### src/rtl/button_conditioner_if.sv
// Button-side bundle of the button conditioner: raw buttons in, conditioned levels and pulses out.
// The master modport is the side that drives the raw buttons; the slave modport is the conditioner.
interface button_conditioner_if;
    logic [2:0] btn_in;
    logic [2:0] btn_level;
    logic [2:0] btn_press;
    logic       clear_req;

    modport master (
        output btn_in,
        input  btn_level,
        input  btn_press,
        input  clear_req
    );

    modport slave (
        input  btn_in,
        output btn_level,
        output btn_press,
        output clear_req
    );
endinterface

### src/rtl/button_conditioner.sv
// Synchronises, debounces and edge-detects three push buttons; the clear button
// additionally needs a long hold before it raises a one-shot clear request.
module button_conditioner #(
    parameter int unsigned DEB_CYCLES  = 1000000,
    parameter int unsigned HOLD_CYCLES = 100000000
) (
    input  logic                 clk,
    input  logic                 res,
    button_conditioner_if.slave  btn
);

    localparam int DEB_W  = (DEB_CYCLES  > 1) ? $clog2(DEB_CYCLES)  : 1;
    localparam int HOLD_W = (HOLD_CYCLES > 1) ? $clog2(HOLD_CYCLES) : 1;
    localparam logic [DEB_W-1:0]  DEB_LAST  = DEB_W'(DEB_CYCLES - 1);
    localparam logic [HOLD_W-1:0] HOLD_LAST = HOLD_W'(HOLD_CYCLES - 1);

    typedef enum logic [1:0] {
        IDLE,
        COUNTING,
        FIRED
    } hold_state_e;

    logic [2:0]        sync1_q, sync1_d;
    logic [2:0]        sync2_q, sync2_d;
    logic [2:0]        level_q, level_d;
    logic [2:0]        press_q, press_d;
    logic [DEB_W-1:0]  cnt_q [3];
    logic [DEB_W-1:0]  cnt_d [3];

    hold_state_e       state_q, state_d;
    logic [HOLD_W-1:0] hcnt_q, hcnt_d;
    logic              clear_q, clear_d;
    logic              clear_rise;

    // A channel's level only flips after s2 has disagreed with it for DEB_CYCLES straight cycles.
    always_comb begin
        sync1_d = btn.btn_in;
        sync2_d = sync1_q;
        level_d = level_q;
        for (int i = 0; i < 3; i++) begin
            cnt_d[i] = '0;
            if (sync2_q[i] != level_q[i]) begin
                if (cnt_q[i] == DEB_LAST) begin
                    level_d[i] = sync2_q[i];
                end else begin
                    cnt_d[i] = cnt_q[i] + 1'b1;
                end
            end
        end
        press_d = level_d & ~level_q;
    end

    // Hold timer starts on the edge the clear level rises, so the request lands HOLD_CYCLES edges later.
    assign clear_rise = level_d[2] & ~level_q[2];

    always_comb begin
        state_d = state_q;
        hcnt_d  = hcnt_q;
        clear_d = 1'b0;
        case (state_q)
            IDLE: begin
                if (clear_rise) begin
                    state_d = COUNTING;
                    hcnt_d  = '0;
                end
            end
            COUNTING: begin
                if (!level_d[2]) begin
                    state_d = IDLE;
                end else if (hcnt_q == HOLD_LAST) begin
                    clear_d = 1'b1;
                    state_d = FIRED;
                end else begin
                    hcnt_d = hcnt_q + 1'b1;
                end
            end
            FIRED: begin
                if (!level_d[2]) begin
                    state_d = IDLE;
                end
            end
            default: begin
                state_d = IDLE;
            end
        endcase
    end

    always_ff @(posedge clk or negedge res) begin
        if (!res) begin
            sync1_q <= '0;
            sync2_q <= '0;
            level_q <= '0;
            press_q <= '0;
            for (int i = 0; i < 3; i++) begin
                cnt_q[i] <= '0;
            end
            state_q <= IDLE;
            hcnt_q  <= '0;
            clear_q <= 1'b0;
        end else begin
            sync1_q <= sync1_d;
            sync2_q <= sync2_d;
            level_q <= level_d;
            press_q <= press_d;
            for (int i = 0; i < 3; i++) begin
                cnt_q[i] <= cnt_d[i];
            end
            state_q <= state_d;
            hcnt_q  <= hcnt_d;
            clear_q <= clear_d;
        end
    end

    assign btn.btn_level = level_q;
    assign btn.btn_press = press_q;
    assign btn.clear_req = clear_q;

endmodule
### src/flat_wrapper.sv
// flat-port wrapper written by rule: the top's interface ports become plain ports
module button_conditioner_flat 
#(
    parameter int unsigned DEB_CYCLES  = 1000000,
    parameter int unsigned HOLD_CYCLES = 100000000
)
  (clk, res, btn_btn_in, btn_btn_level, btn_btn_press, btn_clear_req);
  button_conditioner_if btn_i ();
  input  logic clk;
  input  logic res;
  input wire logic [$bits(btn_i.btn_in)-1:0] btn_btn_in;
  output wire logic [$bits(btn_i.btn_level)-1:0] btn_btn_level;
  output wire logic [$bits(btn_i.btn_press)-1:0] btn_btn_press;
  output wire logic [$bits(btn_i.clear_req)-1:0] btn_clear_req;
  assign btn_i.btn_in = btn_btn_in;
  assign btn_btn_level = btn_i.btn_level;
  assign btn_btn_press = btn_i.btn_press;
  assign btn_clear_req = btn_i.clear_req;
  button_conditioner #(.DEB_CYCLES(DEB_CYCLES), .HOLD_CYCLES(HOLD_CYCLES)) u_core (.clk(clk), .res(res), .btn(btn_i));
endmodule
### config.mk
export PLATFORM = sky130hd
export DESIGN_NAME = button_conditioner_flat
export DESIGN_NICKNAME = d
export VERILOG_FILES = /design/src/rtl/button_conditioner_if.sv /design/src/rtl/button_conditioner.sv /design/src/flat_wrapper.sv
export SDC_FILE = /design/constraint.sdc
export NUM_CORES = 1
export LEC_CHECK = 0
export CORE_MARGIN = 4
export CORE_UTILIZATION = 50
export CTS_BUF_LIST = sky130_fd_sc_hd__clkbuf_2 sky130_fd_sc_hd__clkbuf_4 sky130_fd_sc_hd__clkbuf_8
export CTS_CLUSTER_DIAMETER = 120
export DETAILED_ROUTE_END_ITERATION = 10
export PLACE_DENSITY = 0.69
export SYNTH_ARGS = -nofsm -noshare
export SYNTH_HDL_FRONTEND = slang
export SYNTH_SLANG_ARGS = --single-unit
export TNS_END_PERCENT = 20
### constraint.sdc
create_clock -name clk -period 2.4 [get_ports clk]
set_input_delay 0.36 -clock clk [delete_from_list [all_inputs] [get_ports clk]]
set_output_delay 0.36 -clock clk [all_outputs]
set_load 0.02 [all_outputs]
## Yosys cells after proc, flatten, opt, wreduce, memory -nomap -nowiden

Index checks and enable logic that the tools add are counted.

- Add/sub/neg operators: 4
- Mux-type cells: 24
- Equal/unequal tests: 14
- Bitwise logic cells: 4
- Reductions and logical operators: 4

Operators with widths:

| cell | number |
|---|---|
| 20-bit two-way mux | 6 |
| 27-bit two-way mux | 3 |
| 20-bit by 1-bit adder with 20-bit output (second input constant) | 3 |
| 20-bit equality test (second input constant) | 3 |
| 27-bit case mux with 2 select lines | 1 |
| 27-bit by 1-bit adder with 27-bit output (second input constant) | 1 |
| 27-bit equality test (second input constant) | 1 |
| 1-bit two-way mux | 9 |
| 2-bit two-way mux | 4 |
| 2-bit case mux with 3 select lines | 1 |
| 2-bit by 1-bit != test with 1-bit output (second input constant) | 2 |
| 2-bit != test (second input constant) | 2 |
| 4-bit AND reduction | 1 |
| 3-bit bitwise AND | 1 |
| 1-bit != test | 3 |
| 3-bit != test (second input constant) | 1 |
| 3-bit inverter | 1 |
| 3-bit AND reduction | 1 |
| 2-bit by 1-bit equality test with 1-bit output (second input constant) | 1 |
| 2-bit equality test (second input constant) | 1 |
| 2-bit logical NOT | 1 |
| 2-bit nonzero test | 1 |
| 1-bit bitwise AND | 1 |
| 1-bit inverter | 1 |

- Register bits: 102
- Input port bits: 5
- Output and inout port bits: 7

## Logic depth before layout (Yosys ltp)

- Depth after elaboration: 6
- Depth in mapped cells: 10
- Depth with buffers taken out: 8

## Least setup slack after synthesis

Ideal clock, no wire load.

- Path type: register to register
- Start: register u_core.cnt_q[8] (netlist name)
- End: register u_core.hcnt_q[7]
- Clock period less this slack: 2.572 ns
- Setup time: 0.126 ns
- Path slack: -0.172 ns
- Cell stages (with the launch flop): 9
- Data arrival time: 2.446 ns
- Data required time: 2.274 ns
- Cell sequence: dfrtp_1 > or4_4 > nor4_4 > nand2_2 > or4_4 > and2_4 > buf_6 > buf_8 > a221o_1

- Word-level cells in the longest chain between the ends: 6

RTL lines:

| what | line | text |
|---|---|---|
| start, declared | button_conditioner.sv:27 | `logic [DEB_W-1:0] cnt_q [3];` |
| start signal, assigned by index | button_conditioner.sv:106 | `cnt_q[i] <= cnt_d[i];` |
| 20-bit equality test * | button_conditioner.sv:43 | `if (cnt_q[i] == DEB_LAST) begin` |
| 1-bit two-way mux * | button_conditioner.sv:43 |  |
| 1-bit two-way mux * | button_conditioner.sv:42 | `if (sync2_q[i] != level_q[i]) begin` |
| 1-bit bitwise AND | button_conditioner.sv:54 | `assign clear_rise = level_d[2] & ~level_q[2];` |
| 2-bit by 1-bit != test with 1-bit output (no source line) | n/a |  |
| 4-bit AND reduction (no source line) * | n/a |  |
| end signal, assigned | button_conditioner.sv:109 | `hcnt_q <= hcnt_d;` |
| end, declared | button_conditioner.sv:31 | `logic [HOLD_W-1:0] hcnt_q, hcnt_d;` |

Every way passes the cells marked *; elsewhere a longest branch is shown, timed or not.
A chain may end at the register's enable or synchronous reset.

## Worst setup path in the final report

- Start: register u_core.cnt_q[13] (netlist name)
- End: register u_core.hcnt_q[11]

Same word-level chain as after synthesis.

==> summary.md <==
| Metric | Value |
|---|---|
| Non-Filler Instances | 685 |
| Fill cells | between 800 and 900 |
| First-pass GRT wire length | 17100 um |
| Xor/xnor share of the synthesized area | under 10% |
| Worst slew pin tran | 0.568 ns |
| Cts bufs inserted | 9 |
| # diodes | 0 |
| CTS tree | yes |
| Synth-to-Final Area Change | 13.0% |
| PwrDens | 513 mW/mm2 |
| Main combinational cell family by area after synthesis | simple AND/OR/NAND/NOR gates |
| Die Area | 0.0116 mm2 |
| H-tree depth | 3 |
| Port bufs | 11 |
| Uppermost routed layer | met4 |
| Worst Setup Slack, final | -0.00712 ns |
| GRT Overall Usage | 18.2% |
| Met1 wire length | 4590 um |
| Final hold slack | 0.357 ns |
| Mux contribution to synthesized area | 0.856% |
| Core Footprint | 0.00973 mm2 |
| Ports | 12 |
| Yosys top cell by area | dfrtp_1 |
| Final net count | 556 |
| Crit-path slowest cell | or4_4 |
| RSZ-0062 raised after global routing | true |
| Violated checks | negative setup slack |
| Vias in the first global route | 3739 |
| Fin crit period | 2.41 ns |
| VDD IR-drop max | about 0.51 mV |
| Post-Synth Simple-Gate Area | a little over a quarter |
| CTS Sinks | 102 |
| Pin count of the biggest net entering global routing | 43 |
| Min-delay worst type | flip-flop to flip-flop |
| Post-synth top area share | between 50% and 60% |
| Ys async rst share | 100% |
| MaxCap Viol Count | 0 |
| Grt total ovfl | 0 |
| Max Fanout on Critical Path | 18 |
| Compound-Gate Fraction of Synth Area | 7.23% |
| Synth area leaders | dfrtp_1 (51%), nor2_1 (6.9%), xnor2_1 (5.8%) |
| Final worst-path cycle share | 100% |
| Synthesized area | 0.00497 mm2 |
| Crit end category | flip-flop |
| Routed met2 length | 4390 um |
| Yosys synthesis warning count | 0 |
| Required @ worst endpoint | 2.67 ns |
| Seq/Total Area, Yosys | 51.4% |
| Final setup TNS | -0.0167 ns |
| Synth Register Bits | 102 |
| Share of cells above drive strength 1 | 10.1% |
| Number of iterations in the first detailed-routing pass | 4 |
| Slew headroom | 61.9% |
| Final std cell area, no fill | 0.00561 mm2 |
| Crit-path cells | or4_4 -> nor4_4 -> nand2_2 -> or4_4 -> and2_4 -> a221o_1 |
| Routed WL | 9390 um |
| Crit Path Category | flip-flop to flip-flop |
| Final Hold Vio Count | 0 |
| Status | finished, violations left |
| Post-synthesis cell type count | 48 |
| Worst Setup Start Kind | flip-flop |
| Chip height | 108 um |
| Pins over their slew limit | 0 |
| Adder-cell share of the synthesized area | 1.01% |
| Drt drc | 0 |
| GPL Wtd Cong | 0.840 |
| Clk_lat worst skew | about 0.37 ns |
| Area after DPL | 0.00538 mm2 |
| Post-DP HPWL | approximately 6500 um |
| DRT iter0 DRCs | 194 |
| Total Power | 2.88 mW |
| Post-route ant nets | 0 |
| Fmax | 0.415 GHz |
| Initial Util | 51.1% |
| Placed instance count | 667 |
| Root buf cell | clkbuf_8 |
| Reg clk slew, reported paths | 0.10 ns |
| P_leak | 2.46 nW |
| Avg WL per Cell | 13.7 um |
| Via count | roughly 3800 |
| Max Clock Skew | 0.0117 ns |
| Post-Syn Area per Cell | 9.76 um2 |
| Ys flop type | dfrtp_1 |
| Die W | 108 um |
| Most common cell after layout, fill and taps aside | dfrtp_1 |
| CTS max path bufs | 2 |
| Initial antenna violation count | 0 |
| Most frequent cells in the layout | dfrtp_1 (102), nor2_1 (91), nand3_1 (40), nand2_1 (33), xnor2_1 (33) |
| Syn Inst Count | 509 |
| Via density per instance | ~5.5 |
| Arrival @ worst endpoint | 2.68 ns |
| Critical path's most frequent cell | or4_4 |
| # rows | 36 |
| EDFF count, synth | 0 |
| Max incr delay on CP | 0.56 ns |
| Met3 wire length | between 200 and 300 um |
| Synthesized Nets | just over 500 |
| Setup violators final | 4 |
==> metal layers <==
layer  track usage (%)  vias up
met1              24.6     1857
met4              5.68        0
li1                  -     1861
met5                 0        -
met2              28.6       48
met3              5.04       11
==> final cells by class <==
type	instances	area, um2	share of cell area, %
Clock buffer	9	124	2.21
Clock inverter	7	63.8	1.14
Inverter	18	67.6	1.20
Multi-Input combinational cell	381	2320	41.4
Sequential cell	102	2550	45.5
Tap cell	133	166	2.96
Timing Repair Buffer	35	315	5.62
==> synthesized netlist by cell type, types with 3 or more instances <==
cell / instances
o21ai_0: 14
or3_1: 7
nand3_1: 40
ha_1: 4
inv_1: 17
a31oi_1: 5
xnor2_1: 33
dfrtp_1: 102
a21oi_1: 8
nand4_1: 11
nor4_1: 9
nor3_1: 16
nand2_1: 33
a221o_1: 11
nand4b_1: 4
nor2_1: 91
or2_2: 3
a21o_1: 3
and3_1: 24
nor4b_1: 3
xor2_1: 23
and2_1: 5
clkbuf_1: 5
and4_1: 5
==> flip-flops by register name (all words and copies together), names as in the netlist <==
register	cells
u_core.btn.clear_req	1
u_core.sync1_q	3
u_core.cnt_q	60
u_core.state_q	2
u_core.btn.btn_level	3
u_core.hcnt_q	27
u_core.sync2_q	3
u_core.btn.btn_press	3
==> power breakdown <==
part / internal (mW) / switching [mW]
sequential: 1.73 / 0.0160
clock: 0.402 / 0.636
combinational: 0.0290 / 0.0609
==> stage by stage <==
step,setup WS [ns],util (%)
6_report,-0.00712,57.7
5_1_grt,-0.144,57.7
4_1_cts,0.00702,57.6
3_5_place_dp,-0.0361,55.3
3_3_place_gp,-0.0299,55.3
2_1_floorplan,-0.0126,-
==> repair_timing <==
item | 4_1_cts | 5_1_grt
hold buffers | 1 | 0
resized for setup | 4 | 1
buffers inserted | 0 | 1
hold endpoints to repair | 40 | 0
setup endpoints to repair | 12 | 20
pin swaps | 1 | 6
==> cells by family after synthesis <==
logic type,after synthesis
and+or+nand+nor,266
DFF,102
xor gates and xnor gates,56
AOI/OAI and AO/OA,51
buffers and inverters,26
muxes,4
adders and majority gates,4
==> worst max-delay path, delay by kind of cell, from the launching register on <==
kind	cells	cell delay (ns)
AND/OR/NAND/NOR	5	1.54
AO/OA/AOI/OAI	1	0.36
flip-flops	1	0.41
==> final timing paths <==
kind                                        startpoint  slack [ns]                            end  cells past startpoint
min                        u_core.sync1_q[2]$_DFF_PN0_        0.36    u_core.sync2_q[2]$_DFF_PN0_                      0
max in group asynchronous                          res        1.19  u_core.hcnt_q[22]$_DFFE_PN0P_                      3
max reg2reg                 u_core.cnt_q[13]$_DFF_PN0_      -0.007  u_core.hcnt_q[11]$_DFFE_PN0P_                      6
min in group asynchronous                          res        0.51    u_core.sync2_q[0]$_DFF_PN0_                      2
max                         u_core.cnt_q[13]$_DFF_PN0_      -0.007  u_core.hcnt_q[11]$_DFFE_PN0P_                      6
min reg2reg                u_core.sync1_q[2]$_DFF_PN0_        0.36    u_core.sync2_q[2]$_DFF_PN0_                      0
Note: power is estimated with default switching activity, not from simulation.
==> RTL change 1: new RTL, same flow settings <==
`HOLD_CYCLES` is set to 100000000 in 2 places; all go to 200000000.
--- a/src/rtl/button_conditioner.sv
+++ b/src/rtl/button_conditioner.sv
@@ -2,7 +2,7 @@
 // additionally needs a long hold before it raises a one-shot clear request.
 module button_conditioner #(
     parameter int unsigned DEB_CYCLES  = 1000000,
-    parameter int unsigned HOLD_CYCLES = 100000000
+    parameter int unsigned HOLD_CYCLES = 200000000
 ) (
     input  logic                 clk,
     input  logic                 res,
--- a/src/flat_wrapper.sv
+++ b/src/flat_wrapper.sv
@@ -2,7 +2,7 @@
 module button_conditioner_flat 
 #(
     parameter int unsigned DEB_CYCLES  = 1000000,
-    parameter int unsigned HOLD_CYCLES = 100000000
+    parameter int unsigned HOLD_CYCLES = 200000000
 )
   (clk, res, btn_btn_in, btn_btn_level, btn_btn_press, btn_clear_req);
   button_conditioner_if btn_i ();
Behaviour: same outputs for any inputs over 10 cycles, from zero or initial values; that may be too few to reach the edited logic, so the function may still have changed.
==> RTL change 1 against the original RTL <==
Global-route usage rose by 0.60 points; power rose by 2.5%; wire length rose by 7.0%; fmax rose by 1.5%; sequential cell count rose by 1; worst setup slack improved by 0.035 ns; final area rose by 0.89%; area after synthesis rose by 0.35%; largest cell class unchanged.
==> RTL change 1: results (changes against the original RTL) <==
Timing
  – Worst Tran Pin Value: 0.556 ns (was 0.568 ns)
  – Clock Skews: 0.00889 ns (was 0.0117 ns)

Global route
  – Largest net degree at the start of global routing: 50 (was 43)
  – GR Util met1: 0.262 (was 0.246)
  – GR met2 Demand/Resource: 0.294 (was 0.286)
  – GR Layer Usage met3: 0.0414 (was 0.0504)
  – Global-route usage over all layers: 0.188 (was 0.182)
  – First-pass GRT wire length: 17,700 um (was 17,100 um)

Route
  – Wire per inst: 14.5 um (was 13.7 um)
  – Drt first pass iters: 6 (was 4)
  – Initial DRC Count: 275 (was 194)
  – Vias/cell: 5.61 (was 5.51)

Place
  – Routability Congestion: 0.841 (was 0.840)
  – Hpwl dp: 6900 um (was 6490 um)
  – IO Port Bufs: 11 (unchanged)
  – Area post-placement: 5410 um2 (was 5380 um2)

Logic synthesis
  – Synth top cells by count: dfrtp_1, nor2_1, nand2_1 (was dfrtp_1, nor2_1, nand3_1)
  – Net Count, Synth: 529 (was 518)
  – Synth cell types: 49 (was 48)
  – Synth area leaders: dfrtp_1, nor2_1, xor2_1 (was dfrtp_1, nor2_1, xnor2_1)
  – Sequential share of the synthesized area: 0.517 (was 0.514)

Final layout
  – Fillers: 842 (was 861)
  – Layout cell share with drive strength beyond 1: 0.109 (was 0.101)
  – Largest regs: u_core.cnt_q: 60 flops, u_core.hcnt_q: 28 flops (was u_core.cnt_q: 60 flops, u_core.hcnt_q: 27 flops)
  – Final #Nets: 566 (was 556)

Power and ir drop
  – Internal power: 2.29 mW (was 2.17 mW)
  – VDD IR max: 0.294 mV (was 0.509 mV)
  – P_leak: 2.38 nW (was 2.46 nW)

Setup path
  – Slowest CP cell: or4b_4 (was or4_4)
  – Worst R2R Setup Slack: 0.03 ns (was -0.007 ns)
  – Worst-path fanout max: 5 (was 18)

Clock tree
  – CTS Buf Count: 9 (unchanged)

Min path
  – HP Class: flop to flop (unchanged)

Outcome
  – Status: completed (was finished, violations left)
==> RTL change 1: routing by layer <==
metal  wire (um)  vias up
li1            -     1918
met1        4840     1903
met2        4730       68
met3         346        8
met4         124        0
met5           0        -
==> RTL change 1: logic make-up after synthesis <==
| group | synth area share |
|---|---|
| multiplexers | 0.00653 |
| flip-flops | 0.517 |
| XOR/XNOR | 0.0896 |
| buffers and inverters | 0.0181 |
| adder cells (fa/ha/maj) | 0.0100 |
| AND/OR/NAND/NOR | 0.262 |
| AO/OA/AOI/OAI | 0.0966 |
==> RTL change 1: final cells by class <==
type / count / area, um2 / area share
clock buffer: 10 / 138 / 0.0243
clock inverter: 6 / 60.1 / 0.0106
inverter: 9 / 33.8 / 0.00597
multi-input combinational: 394 / 2340 / 0.413
sequential: 103 / 2580 / 0.455
tap: 133 / 166 / 0.0294
timing repair buffer: 40 / 348 / 0.0614
==> RTL change 1: final timing paths <==
check | start | endpoint | cells after the start
worst max-delay path | u_core.cnt_q[10] | u_core.hcnt_q[23] | 6
worst min-delay path | u_core.sync1_q[1] | u_core.sync2_q[1] | 0
worst max register to register | u_core.cnt_q[10] | u_core.hcnt_q[23] | 6
worst min register to register | u_core.sync1_q[1] | u_core.sync2_q[1] | 0
max in group asynchronous | res | u_core.hcnt_q[5] | 3
min in group asynchronous | res | u_core.btn.btn_level[1] | 2
==> RTL change 1: power by group through the flow <==
| stage | clock, mW | combinational (mW) | sequential, mW |
|---|---|---|---|
| after detailed placement | 0 | 0.0899 | 1.80 |
| after global placement | 0 | 0.0892 | 1.80 |
| after global routing | 1.20 | 0.103 | 1.77 |
| final | 1.10 | 0.0877 | 1.77 |
| after CTS | 1.13 | 0.0919 | 1.77 |
| after floorplan | 0 | 0.0322 | 1.80 |
==> RTL change 1: metrics by stage <==
step                       util  hold slack (ns)  std cells  TNS [ns]  setup WS, ns
final                     0.582            0.355        695         0        0.0281
after global routing      0.582            0.366        695    -0.442       -0.0756
after CTS                 0.579            0.358        694   -0.0101       -0.0101
after detailed placement  0.556            0.336        675  -0.00156      -0.00156
after global placement    0.556            0.333        675         0        0.0444
after floorplan               -           0.0644        520         0        0.0349
==> RTL change 1: repair_timing <==
item                                   in CTS  in global routing
cloned                                      0                  0
pin swaps                                   2                  1
resized for setup                           2                 16
setup endpoints to repair                   3                 23
buffers inserted                            2                  1
endpoints found under the hold margin      34                  0
hold buffers                                1                  0
==> RTL change 2: new RTL, config.mk and constraints unchanged <==
Without the edit above. Re-encode `hold_state_e` (3 states) as one-hot, 3 bits wide.
--- a/src/rtl/button_conditioner.sv
+++ b/src/rtl/button_conditioner.sv
@@ -14,10 +14,10 @@
     localparam logic [DEB_W-1:0]  DEB_LAST  = DEB_W'(DEB_CYCLES - 1);
     localparam logic [HOLD_W-1:0] HOLD_LAST = HOLD_W'(HOLD_CYCLES - 1);
 
-    typedef enum logic [1:0] {
-        IDLE,
-        COUNTING,
-        FIRED
+    typedef enum logic [2:0] {
+        IDLE     = 3'b001,
+        COUNTING = 3'b010,
+        FIRED    = 3'b100
     } hold_state_e;
 
     logic [2:0]        sync1_q, sync1_d;
Behaviour: same outputs for any inputs over 10 cycles, from zero or initial values; not proved beyond that.
==> RTL change 2 against the original RTL <==
Worst setup slack better by 0.13 ns; largest cell class unchanged; final area grew 2.8%; sequential cell count grew 1; worst hold slack hardly changed; power grew 6.7%; area after synthesis up 2.1%; wire length is 7.6% higher; critical path depth rose by 2.
==> RTL change 2: results (changes against the original RTL) <==
Logic synthesis
  – Synth cell types: 50 (was 48)
  – Sequential share of the synthesized area: 0.509 (was 0.514)
  – Adder-cell area share of the yosys netlist: 0.00987 (was 0.0101)
  – Synth area leaders: dfrtp_1, xor2_1, nor2_1 (was dfrtp_1, nor2_1, xnor2_1)
  – Synth top cells by count: dfrtp_1, nor2_1, nand2_1 (was dfrtp_1, nor2_1, nand3_1)

Setup path
  – Slowest CP cell: a221oi_1 (was or4_4)
  – Worst-path fanout max: 22 (was 18)
  – CP peak stage delay: 0.44 ns (was 0.56 ns)
  – WP buf/inv: 1 (was 0)
  – Crit-path leading delay family: compound AO/OA/AOI/OAI gates (was simple AND/OR/NAND/NOR gates)
  – Crit path launch: u_core.cnt_q[0] (was u_core.cnt_q[13])

Global route
  – GR Util met1: 0.255 (was 0.246)
  – Largest net degree at the start of global routing: 47 (was 43)
  – GR met2 Demand/Resource: 0.307 (was 0.286)
  – Number of global-route vias before repair: 3,870 (was 3,739)
  – GR Layer Usage met3: 0.0414 (was 0.0504)
  – Global-route usage over all layers: 0.188 (was 0.182)

Power and ir drop
  – Logic power comb: 0.0927 mW (was 0.0899 mW)
  – P_leak: 2.47 nW (was 2.46 nW)
  – Internal power: 2.42 mW (was 2.17 mW)

Route
  – Met2 routed WL: 4850 um (was 4390 um)
  – Vias/cell: 5.49 (was 5.51)
  – Initial DRC Count: 295 (was 194)
  – Wire per inst: 14.4 um (was 13.7 um)
  – Total length of routed met3 wires: 304 um (was 285 um)

Final layout
  – Multi-In Gates: 400 (was 381)
  – Non-clk buf share: 0.0638 (was 0.0562)
  – Footprint of the multi-input gates: 2400 um2 (was 2320 um2)

Outcome
  – Status: completed (was finished, violations left)

Place
  – Dpl ws: 0.125 ns (was -0.0361 ns)
  – Area post-placement: 5520 um2 (was 5380 um2)

Clock tree
  – CTS sink cnt: 103 (was 102)

Timing
  – Slew headroom: 0.615 (was 0.619)
-- RTL change 2: worst paths after layout --
check	to	slack, ns	cells past startpoint
worst min register to register	u_core.sync2_q[2]	0.36	0
worst max register to register	u_core.hcnt_q[12]	0.12	8
worst max-delay path	u_core.hcnt_q[12]	0.12	8
worst min-delay path	u_core.sync2_q[2]	0.36	0
min in group asynchronous	u_core.cnt_q[55]	0.54	2
max in group asynchronous	u_core.hcnt_q[25]	1.12	3
-- RTL change 2: cell families after synthesis --
| group | Yosys count |
|---|---|
| adder cells (fa/ha/maj) | 4 |
| AO/OA/AOI/OAI | 58 |
| AND/OR/NAND/NOR | 271 |
| XOR/XNOR | 57 |
| multiplexers | 10 |
| flip-flops | 103 |
| buffers and inverters | 19 |
-- RTL change 2: timing repair --
| action | 4_1_cts | 5_1_grt |
|---|---|---|
| resized for setup | 0 | 3 |
| endpoints found under the hold margin | 17 | 0 |
| hold buffers | 1 | 0 |
| endpoints found under the setup margin | 0 | 6 |
